`config.mk`:
```
export PLATFORM = sky130hd
export DESIGN_NAME = round_timer_sequencer_flat
export DESIGN_NICKNAME = d
export VERILOG_FILES = /design/src/rtl/round_timer_sequencer_if.sv /design/src/rtl/round_timer_sequencer.sv /design/src/flat_wrapper.sv
export SDC_FILE = /design/constraint.sdc
export NUM_CORES = 1
export LEC_CHECK = 0
export BUFFER_PORTS_ARGS = -buffer_cell sky130_fd_sc_hd__buf_2
export CAP_MARGIN = 20
export CORE_MARGIN = 3
export CORE_UTILIZATION = 51
export DETAILED_ROUTE_END_ITERATION = 10
export PLACE_DENSITY = 0.77
export SYNTH_ARGS = -nofsm -noshare
export SYNTH_HDL_FRONTEND = slang
export SYNTH_SLANG_ARGS = --single-unit
```
`constraint.sdc`:
```
create_clock -name clk_i -period 1.75 [get_ports clk_i]
set_input_delay 0.35 -clock clk_i [delete_from_list [all_inputs] [get_ports clk_i]]
set_output_delay 0.35 -clock clk_i [all_outputs]
set_load 0.005 [all_outputs]
```
`src/rtl/round_timer_sequencer_if.sv`:
```
// round_timer_sequencer_if
//   Bundles the handshake between the game logic, the count-to-10 tick
//   counter and the per-question sequencer.
//   master : game/input logic and counter side (drives the requests and pulses)
//   slave  : round_timer_sequencer (drives the timer controls and game status)
//   Signals:
//     start, second_tick, ten, answer_valid, answer_correct   master -> slave
//     timer_enable, timer_clear_n, new_question, correct,
//     timeout, round, score, lives, game_over                 slave -> master
interface round_timer_sequencer_if #(
    parameter int NUM_ROUNDS = 8,
    parameter int SCORE_W    = 4
);
    localparam int ROUND_W = $clog2(NUM_ROUNDS + 1);

    logic               start;
    logic               second_tick;
    logic               ten;
    logic               answer_valid;
    logic               answer_correct;
    logic               timer_enable;
    logic               timer_clear_n;
    logic               new_question;
    logic               correct;
    logic               timeout;
    logic [ROUND_W-1:0] round;
    logic [SCORE_W-1:0] score;
    logic [1:0]         lives;
    logic               game_over;

    modport master (
        output start, second_tick, ten, answer_valid, answer_correct,
        input  timer_enable, timer_clear_n, new_question, correct, timeout,
               round, score, lives, game_over
    );

    modport slave (
        input  start, second_tick, ten, answer_valid, answer_correct,
        output timer_enable, timer_clear_n, new_question, correct, timeout,
               round, score, lives, game_over
    );
endinterface

```
`src/rtl/round_timer_sequencer.sv`:
```
// round_timer_sequencer
//   Per-question sequencer for the binary math game. Owns the count-to-10
//   tick counter (clears it, gates its enable with the 1 Hz tick, treats its
//   ten pulse as the question timeout), counts rounds and keeps the score.
//   Ports:
//     clk_i    system clock, rising edge
//     rst_n_i  asynchronous active-low reset
//     sif      round_timer_sequencer_if.slave (see interface file)
//   Optional feature macro: GAME_LIVES_EN
//     defined   : lives load LIVES at game start, each timeout costs one,
//                 reaching zero ends the game after the result hold
//     undefined : lives tied to 0, game ends only on the round count
//
//   state     | meaning
//   ----------+---------------------------------------------------------
//   ST_IDLE   | after reset, counter cleared, waiting for start
//   ST_LOAD   | one cycle: new operand requested, counter cleared
//   ST_ANSWER | counter running on second_tick, waiting for answer or ten
//   ST_RESULT | counter cleared, holding RESULT_HOLD ticks before advancing
//   ST_DONE   | game over, round/score frozen, waiting for start
module round_timer_sequencer #(
    parameter int NUM_ROUNDS  = 8,
    parameter int SCORE_W     = 4,
    parameter int RESULT_HOLD = 2,
    parameter int LIVES       = 3
) (
    input logic                     clk_i,
    input logic                     rst_n_i,
    round_timer_sequencer_if.slave  sif
);
    localparam int                 ROUND_W    = $clog2(NUM_ROUNDS + 1);
    localparam int                 HOLD_W     = (RESULT_HOLD > 1) ? $clog2(RESULT_HOLD) : 1;
    localparam logic [SCORE_W-1:0] SCORE_MAX  = '1;
    localparam logic [ROUND_W-1:0] LAST_ROUND = ROUND_W'(NUM_ROUNDS - 1);
    localparam logic [HOLD_W-1:0]  HOLD_LOAD  = HOLD_W'(RESULT_HOLD - 1);

`ifdef GAME_LIVES_EN
    localparam logic [1:0] LIVES_INIT = 2'(LIVES);
`else
    localparam logic [1:0] LIVES_INIT = 2'd0;
    // LIVES only matters when the lives feature is built in.
    logic [1:0] unused_lives;
    assign unused_lives = 2'(LIVES);
`endif

    typedef enum logic [2:0] {
        ST_IDLE,
        ST_LOAD,
        ST_ANSWER,
        ST_RESULT,
        ST_DONE
    } state_t;

    state_t             state_q, state_d;
    logic [ROUND_W-1:0] round_q, round_d;
    logic [SCORE_W-1:0] score_q, score_d;
    logic [1:0]         lives_q, lives_d;
    logic [HOLD_W-1:0]  hold_q, hold_d;
    logic               clear_n_q, clear_n_d;
    logic               new_q_q, new_q_d;
    logic               correct_q, correct_d;
    logic               timeout_q, timeout_d;
    logic               game_over_q, game_over_d;
    logic               game_end;

`ifdef GAME_LIVES_EN
    assign game_end = (round_q == LAST_ROUND) || (lives_q == 2'd0);
`else
    assign game_end = (round_q == LAST_ROUND);
`endif

    always_comb begin
        state_d   = state_q;
        round_d   = round_q;
        score_d   = score_q;
        lives_d   = lives_q;
        hold_d    = hold_q;
        correct_d = 1'b0;
        timeout_d = 1'b0;

        unique case (state_q)
            ST_IDLE, ST_DONE: begin
                if (sif.start) begin
                    state_d = ST_LOAD;
                    round_d = '0;
                    score_d = '0;
                    lives_d = LIVES_INIT;
                end
            end
            ST_LOAD: begin
                state_d = ST_ANSWER;
            end
            ST_ANSWER: begin
                // An answer arriving with ten in the same cycle wins.
                if (sif.answer_valid) begin
                    state_d = ST_RESULT;
                    hold_d  = HOLD_LOAD;
                    if (sif.answer_correct) begin
                        correct_d = 1'b1;
                        if (score_q != SCORE_MAX) begin
                            score_d = score_q + SCORE_W'(1);
                        end
                    end else begin
                        timeout_d = 1'b1;
                    end
                end else if (sif.ten) begin
                    state_d   = ST_RESULT;
                    hold_d    = HOLD_LOAD;
                    timeout_d = 1'b1;
                end
            end
            ST_RESULT: begin
                // hold_q counts down; the tick seen at zero is the last one.
                if (sif.second_tick) begin
                    if (hold_q == '0) begin
                        if (game_end) begin
                            state_d = ST_DONE;
                        end else begin
                            state_d = ST_LOAD;
                            round_d = round_q + ROUND_W'(1);
                        end
                    end else begin
                        hold_d = hold_q - HOLD_W'(1);
                    end
                end
            end
            default: begin
                state_d = ST_IDLE;
            end
        endcase

`ifdef GAME_LIVES_EN
        if (timeout_d && (lives_q != 2'd0)) begin
            lives_d = lives_q - 2'd1;
        end
`endif

        new_q_d     = (state_d == ST_LOAD);
        clear_n_d   = (state_d == ST_ANSWER);
        game_over_d = (state_d == ST_DONE);
    end

    always_ff @(posedge clk_i or negedge rst_n_i) begin
        if (!rst_n_i) begin
            state_q     <= ST_IDLE;
            round_q     <= '0;
            score_q     <= '0;
            lives_q     <= LIVES_INIT;
            hold_q      <= '0;
            clear_n_q   <= 1'b0;
            new_q_q     <= 1'b0;
            correct_q   <= 1'b0;
            timeout_q   <= 1'b0;
            game_over_q <= 1'b0;
        end else begin
            state_q     <= state_d;
            round_q     <= round_d;
            score_q     <= score_d;
            lives_q     <= lives_d;
            hold_q      <= hold_d;
            clear_n_q   <= clear_n_d;
            new_q_q     <= new_q_d;
            correct_q   <= correct_d;
            timeout_q   <= timeout_d;
            game_over_q <= game_over_d;
        end
    end

    // Enable is combinational so the counter sees this cycle's tick; a
    // submitted answer freezes it so ten cannot fire behind the answer.
    assign sif.timer_enable  = (state_q == ST_ANSWER) & sif.second_tick & ~sif.answer_valid;
    assign sif.timer_clear_n = clear_n_q;
    assign sif.new_question  = new_q_q;
    assign sif.correct       = correct_q;
    assign sif.timeout       = timeout_q;
    assign sif.round         = round_q;
    assign sif.score         = score_q;
    assign sif.lives         = lives_q;
    assign sif.game_over     = game_over_q;

endmodule
```
`src/flat_wrapper.sv`:
```
// flat-port wrapper written by rule: the top's interface ports become plain ports
module round_timer_sequencer_flat 
#(
    parameter int NUM_ROUNDS  = 8,
    parameter int SCORE_W     = 4,
    parameter int RESULT_HOLD = 2,
    parameter int LIVES       = 3
)
  (clk_i, rst_n_i, sif_start, sif_second_tick, sif_ten, sif_answer_valid, sif_answer_correct, sif_timer_enable, sif_timer_clear_n, sif_new_question, sif_correct, sif_timeout, sif_round, sif_score, sif_lives, sif_game_over);
  round_timer_sequencer_if #(.NUM_ROUNDS(NUM_ROUNDS), .SCORE_W(SCORE_W)) sif_i ();
  input logic clk_i;
  input logic rst_n_i;
  input wire logic [$bits(sif_i.start)-1:0] sif_start;
  input wire logic [$bits(sif_i.second_tick)-1:0] sif_second_tick;
  input wire logic [$bits(sif_i.ten)-1:0] sif_ten;
  input wire logic [$bits(sif_i.answer_valid)-1:0] sif_answer_valid;
  input wire logic [$bits(sif_i.answer_correct)-1:0] sif_answer_correct;
  output wire logic [$bits(sif_i.timer_enable)-1:0] sif_timer_enable;
  output wire logic [$bits(sif_i.timer_clear_n)-1:0] sif_timer_clear_n;
  output wire logic [$bits(sif_i.new_question)-1:0] sif_new_question;
  output wire logic [$bits(sif_i.correct)-1:0] sif_correct;
  output wire logic [$bits(sif_i.timeout)-1:0] sif_timeout;
  output wire logic [$bits(sif_i.round)-1:0] sif_round;
  output wire logic [$bits(sif_i.score)-1:0] sif_score;
  output wire logic [$bits(sif_i.lives)-1:0] sif_lives;
  output wire logic [$bits(sif_i.game_over)-1:0] sif_game_over;
  assign sif_i.start = sif_start;
  assign sif_i.second_tick = sif_second_tick;
  assign sif_i.ten = sif_ten;
  assign sif_i.answer_valid = sif_answer_valid;
  assign sif_i.answer_correct = sif_answer_correct;
  assign sif_timer_enable = sif_i.timer_enable;
  assign sif_timer_clear_n = sif_i.timer_clear_n;
  assign sif_new_question = sif_i.new_question;
  assign sif_correct = sif_i.correct;
  assign sif_timeout = sif_i.timeout;
  assign sif_round = sif_i.round;
  assign sif_score = sif_i.score;
  assign sif_lives = sif_i.lives;
  assign sif_game_over = sif_i.game_over;
  round_timer_sequencer #(.NUM_ROUNDS(NUM_ROUNDS), .SCORE_W(SCORE_W), .RESULT_HOLD(RESULT_HOLD), .LIVES(LIVES)) u_core (.clk_i(clk_i), .rst_n_i(rst_n_i), .sif(sif_i));
endmodule
```
# Word-level counts from Yosys, hierarchy flattened
# Index checks and enable logic that the tools add are counted.
# totals
ff_bits,17
inputBits,7
output_inout_bits,16
# classes
addsub,3
n_eq_ne,17
n_mux,28
bitwise,3
reduce_logical,8
# ops
op,count
$mux 4,7
$mux 3,6
$pmux 4 s2,2
$ne 2x2->1 const B,6
$pmux 3 s4,1
$mux 1,11
$reduce_and 5->1,2
$eq 3x2->1 const B,3
$add 4x1->4 const B,2
$eq 3x1->1 const B,2
$eq 3x3->1 const B,2
$reduce_bool 2->1,3
$eq 4x3->1 const B,1
$ne 4x4->1 const B,1
$logic_not 3->1,1
$ne 3x3->1 const B,1
$reduce_and 3->1,1
$and 1x1->1,2
$ne 2x1->1 const B,1
$pmux 1 s2,1
$reduce_or 2->1,1
$not 1->1,1
$sub 1x1->1 const B,1

# Logic depth before layout (Yosys ltp)
# logic_depth
depth_word,6
mapped_depth,7

# Worst setup path after synthesis
# No wires, ideal clock.
# synth_timing
path_kind,flip-flop to flip-flop
startpoint,reg u_core.round_q[0] (netlist: u_core.sif.round[0])
endpoint,reg u_core.round_q[0] (netlist: u_core.sif.round[0])
setup_time_ps,125
arrival_ps,1525
slack_ps,100
stages_incl_launch_ff,8
path_buffers,1
period_less_slack_ps,1650
cell_sequence,dfrtp_1 ha_1 nand2_1 nor4_4 o22ai_4 and2_4 buf_6 mux2_4
# synth_via
elab_chain_cells,5
# synth_lines
element,line,source
from (decl),round_timer_sequencer.sv:55,"logic [ROUND_W-1:0] round_q, round_d;"
from (signal assigned),round_timer_sequencer.sv:157,round_q <= round_d;
$add 4x1->4,round_timer_sequencer.sv:120,round_d = round_q + ROUND_W'(1);
$mux 4,round_timer_sequencer.sv:116,if (game_end) begin
$mux 4,round_timer_sequencer.sv:115,if (hold_q == '0) begin
$mux 4,round_timer_sequencer.sv:114,if (sif.second_tick) begin
$pmux 4 s2,round_timer_sequencer.sv:81,unique case (state_q)
# Parallel ways exist; a longest one is shown, timed or not. The select of a mux whose other input is x is not followed.
# A chain may end at the register's enable or synchronous reset.

# Final worst setup path
# layout_timing
startpoint,reg u_core.state_q[0]
endpoint,out sif_timer_enable
# layout_via
elab_chain_cells,3
# layout_lines
element,line,source
from (decl),round_timer_sequencer.sv:54,"state_t state_q, state_d;"
from (signal assigned),round_timer_sequencer.sv:156,state_q <= state_d;
$eq 3x2->1,round_timer_sequencer.sv:171,assign sif.timer_enable = (state_q == ST_ANSWER) & sif.second_tick & ~sif.answer_valid;
$and 1x1->1 (2 in series),round_timer_sequencer.sv:171,
to (decl),flat_wrapper.sv:18,output wire logic [$bits(sif_i.timer_enable)-1:0] sif_timer_enable;
# No other way between the ends.

==> results_dict.tcl <==
set metrics [dict create \
    num_vias 732 \
    irDropWorstVdd_mv 0.790 \
    antenna_cells 0 \
    portBuffers 20 \
    areaGrowthSynthToFinish_pct 21.7 \
    hold_start "sif_answer_correct" \
    cts_max_level 1 \
    drv_slew 0 \
    core_um2 1610 \
    place_hpwl_mm 1.29 \
    power_frac_comb 0.481 \
    ys_types 40 \
    final_common_cell "buf_2" \
    critPathMaxStageDelay_ns 0.42 \
    finalHoldViolCount 0 \
    grtUsageMet1 0.243 \
    cts_tree "yes" \
    gp_congestion 0.784 \
    powerDensity_nw_per_um2 1440 \
    clockPowerShare 0.130 \
    numCtsBuffers 3 \
    grt_pass1_wl_mm 3.24 \
    final_cell_mix "20 x buf_2, 15 x dfrtp_1, 9 x nand2_1" \
    r2r_start "u_core.state_q[2]" \
    dieArea_um2 2370 \
    drc 0 \
    fill_cells 138 \
    synth-warning-count 0 \
    status "completed" \
    grt_max_degree 18 \
    cp_top_family "simple AND/OR/NAND/NOR gates" \
    clockRootBuffer "clkbuf_4" \
    crit_start "u_core.state_q[0]" \
    use_met2 0.271 \
    wl_per_cell_um 13.2 \
    dieHeight_um 48.6 \
    busiest_layer "met2" \
    sw_frac_of_total 0.378 \
    crit_fanout 2 \
    worstPathCellList "or3b_4 -> nor3_2 -> buf_2" \
    postSynthAreaPerCell_um2 11.0 \
    switchingPower_mw 0.613 \
    postLayoutCoreUtil 0.700 \
    regArea_um2 428 \
    ys_ff_latch 17 \
    finalClockSkew_ns 0.00390 \
    postRouteAntennaNets 0 \
    setup_viol_count_final 0 \
    use_met3 0.0552 \
    nNetsFinal 123 \
    core.rowCount 14 \
    critPathKind "flip-flop to primary output" \
    synthFlopType "dfrtp_1" \
    cts_buffer_depth 2 \
    postSynthCellCount 84 \
    slowest_stage "dfrtp_2" \
    seq_power_share 0.389 \
    cts.sink_count 17 \
    io-pin-count 23 \
    clk-insertion-delay-late_ns 0.29 \
    cts.clk_slew.worst_paths_ns 0.10 \
    leakagePower_nw 0.540 \
    fmax_mhz 587 \
    seq_area_frac_synth 0.459 \
    cp_num_buf_inv 1 \
    multi_input_area_um2 462 \
    rsz0062_at_grt "true" \
    grt_pass1_vias 708 \
    period_share 0.973 \
    cp-start-kind "flip-flop" \
    cp.arrival_ns 1.35 \
    grt_overflow 0 \
    max-cap-violations 0 \
    dr.pass1.iters 4 \
    die_width_um 48.6 \
    start_util 0.575 \
    hold_class "input port to flip-flop" \
    vias_per_cell 5.34 \
    cp-end-kind "primary output" \
    track_usage 0.177 \
    drive_above_1_share 0.416 \
    synth_edf_count 0 \
    required_ns 1.40 \
    period_needed_ns 1.70 \
    syn_area_um2 927 \
    routed_wirelength_mm 1.81 \
    first_iter_violations 10 \
    p_int_mw 1.01 \
    antenna_found_initial 0 \
    async_reset_ff_frac 1.00 \
    fin_setup_tns_ns 0 \
]
## path summary, 6_finish.rpt
path | slack, ns | endpoint | cells after the start
max | 0.05 | sif_timer_enable | 3
min reg2reg | 0.57 | u_core.state_q[1] | 2
min | 0.24 | u_core.sif.timeout | 2
max reg2reg | 0.07 | u_core.sif.round[1] | 6
max in group asynchronous | 0.96 | u_core.state_q[0] | 2
min in group asynchronous | 0.50 | u_core.state_q[1] | 2
## cell families (layout without fill, tap and decap cells)
family / after synthesis / after routing / synth area share
and+or+nand+nor: 31 / 31 / 0.205
AOI/OAI and AO/OA: 20 / 20 / 0.170
DFF: 17 / 17 / 0.459
buffers and inverters: 7 / 35 / 0.0607
muxes: 4 / 4 / 0.0553
adders and majority gates: 2 / 2 / 0.0270
xor gates and xnor gates: 2 / 2 / 0.0189
other: 1 / 2 / 0.00404
## routing by layer
| layer | vias up | routed length (um) |
|---|---|---|
| li1 | 358 | - |
| met2 | 25 | 848 |
| met5 | - | 0 |
| met3 | 2 | 115 |
| met4 | 0 | 10 |
| met1 | 347 | 835 |
## cells in the mapped netlist (2+ instances only)
| cell type | n | share of area |
|---|---|---|
| o21ai_0 | 2 | 0.011 |
| a21oi_1 | 5 | 0.027 |
| buf_4 | 2 | 0.016 |
| buf_6 | 3 | 0.036 |
| dfrtp_1 | 17 | 0.46 |
| nor2_1 | 4 | 0.016 |
| inv_1 | 2 | 0.0081 |
| ha_1 | 2 | 0.027 |
| nand2_1 | 9 | 0.036 |
| o21ai_1 | 2 | 0.011 |
| nand3_1 | 3 | 0.016 |
| xor2_1 | 2 | 0.019 |
| nor3_1 | 2 | 0.011 |
| mux2_4 | 2 | 0.032 |
| o31ai_1 | 2 | 0.016 |
## power groups by stage
stage / Sequential (mW) / Combinational, mW / Clock [mW]
finish: 0.631 / 0.780 / 0.211
global placement: 0.663 / 0.617 / 0
global route: 0.655 / 0.862 / 0.241
detailed placement: 0.669 / 0.631 / 0
floorplan: 0.636 / 0.527 / 0
CTS: 0.628 / 0.734 / 0.215
## cell type report
cell class                      instances  share of cell area
Timing Repair Buffer                   29               0.154
Clock inverter                          1             0.00443
Inverter                                2             0.00665
Multi-Input combinational cell         61               0.409
Clock buffer                            3              0.0200
Tap cell                               24              0.0266
Sequential cell                        17               0.379
## through the flow
stage	total power, mW	hold slack [ns]	worst slack, ns	instance area, um^2	instances
4_1_cts	1.58	0.241	0.0210	1100	135
5_1_grt	1.76	0.249	-0.0306	1130	137
3_5_place_dp	1.30	0.283	0.0780	1030	126
2_1_floorplan	1.16	0.0544	0.0998	931	85
6_report	1.62	0.245	0.0466	1130	137
3_3_place_gp	1.28	0.288	0.0870	1030	126
## flip-flops by register name, summed over array words and instances (netlist names)
signal,count
u_core.sif.round,4
u_core.sif.score,4
u_core.state_q,3
u_core.hold_q,1
u_core.sif.correct,1
u_core.sif.game_over,1
u_core.sif.new_question,1
u_core.sif.timeout,1
u_core.sif.timer_clear_n,1
## timing repair
action / in CTS / in global routing
gates resized for setup: 3 / 3
endpoints found under the hold margin: 17 / 0
pin swaps: 1 / 3
setup buffers: 4 / 2
hold buffers: 1 / 0
endpoints found under the setup margin: 1 / 3
Power figures use the tool's default switching activity.
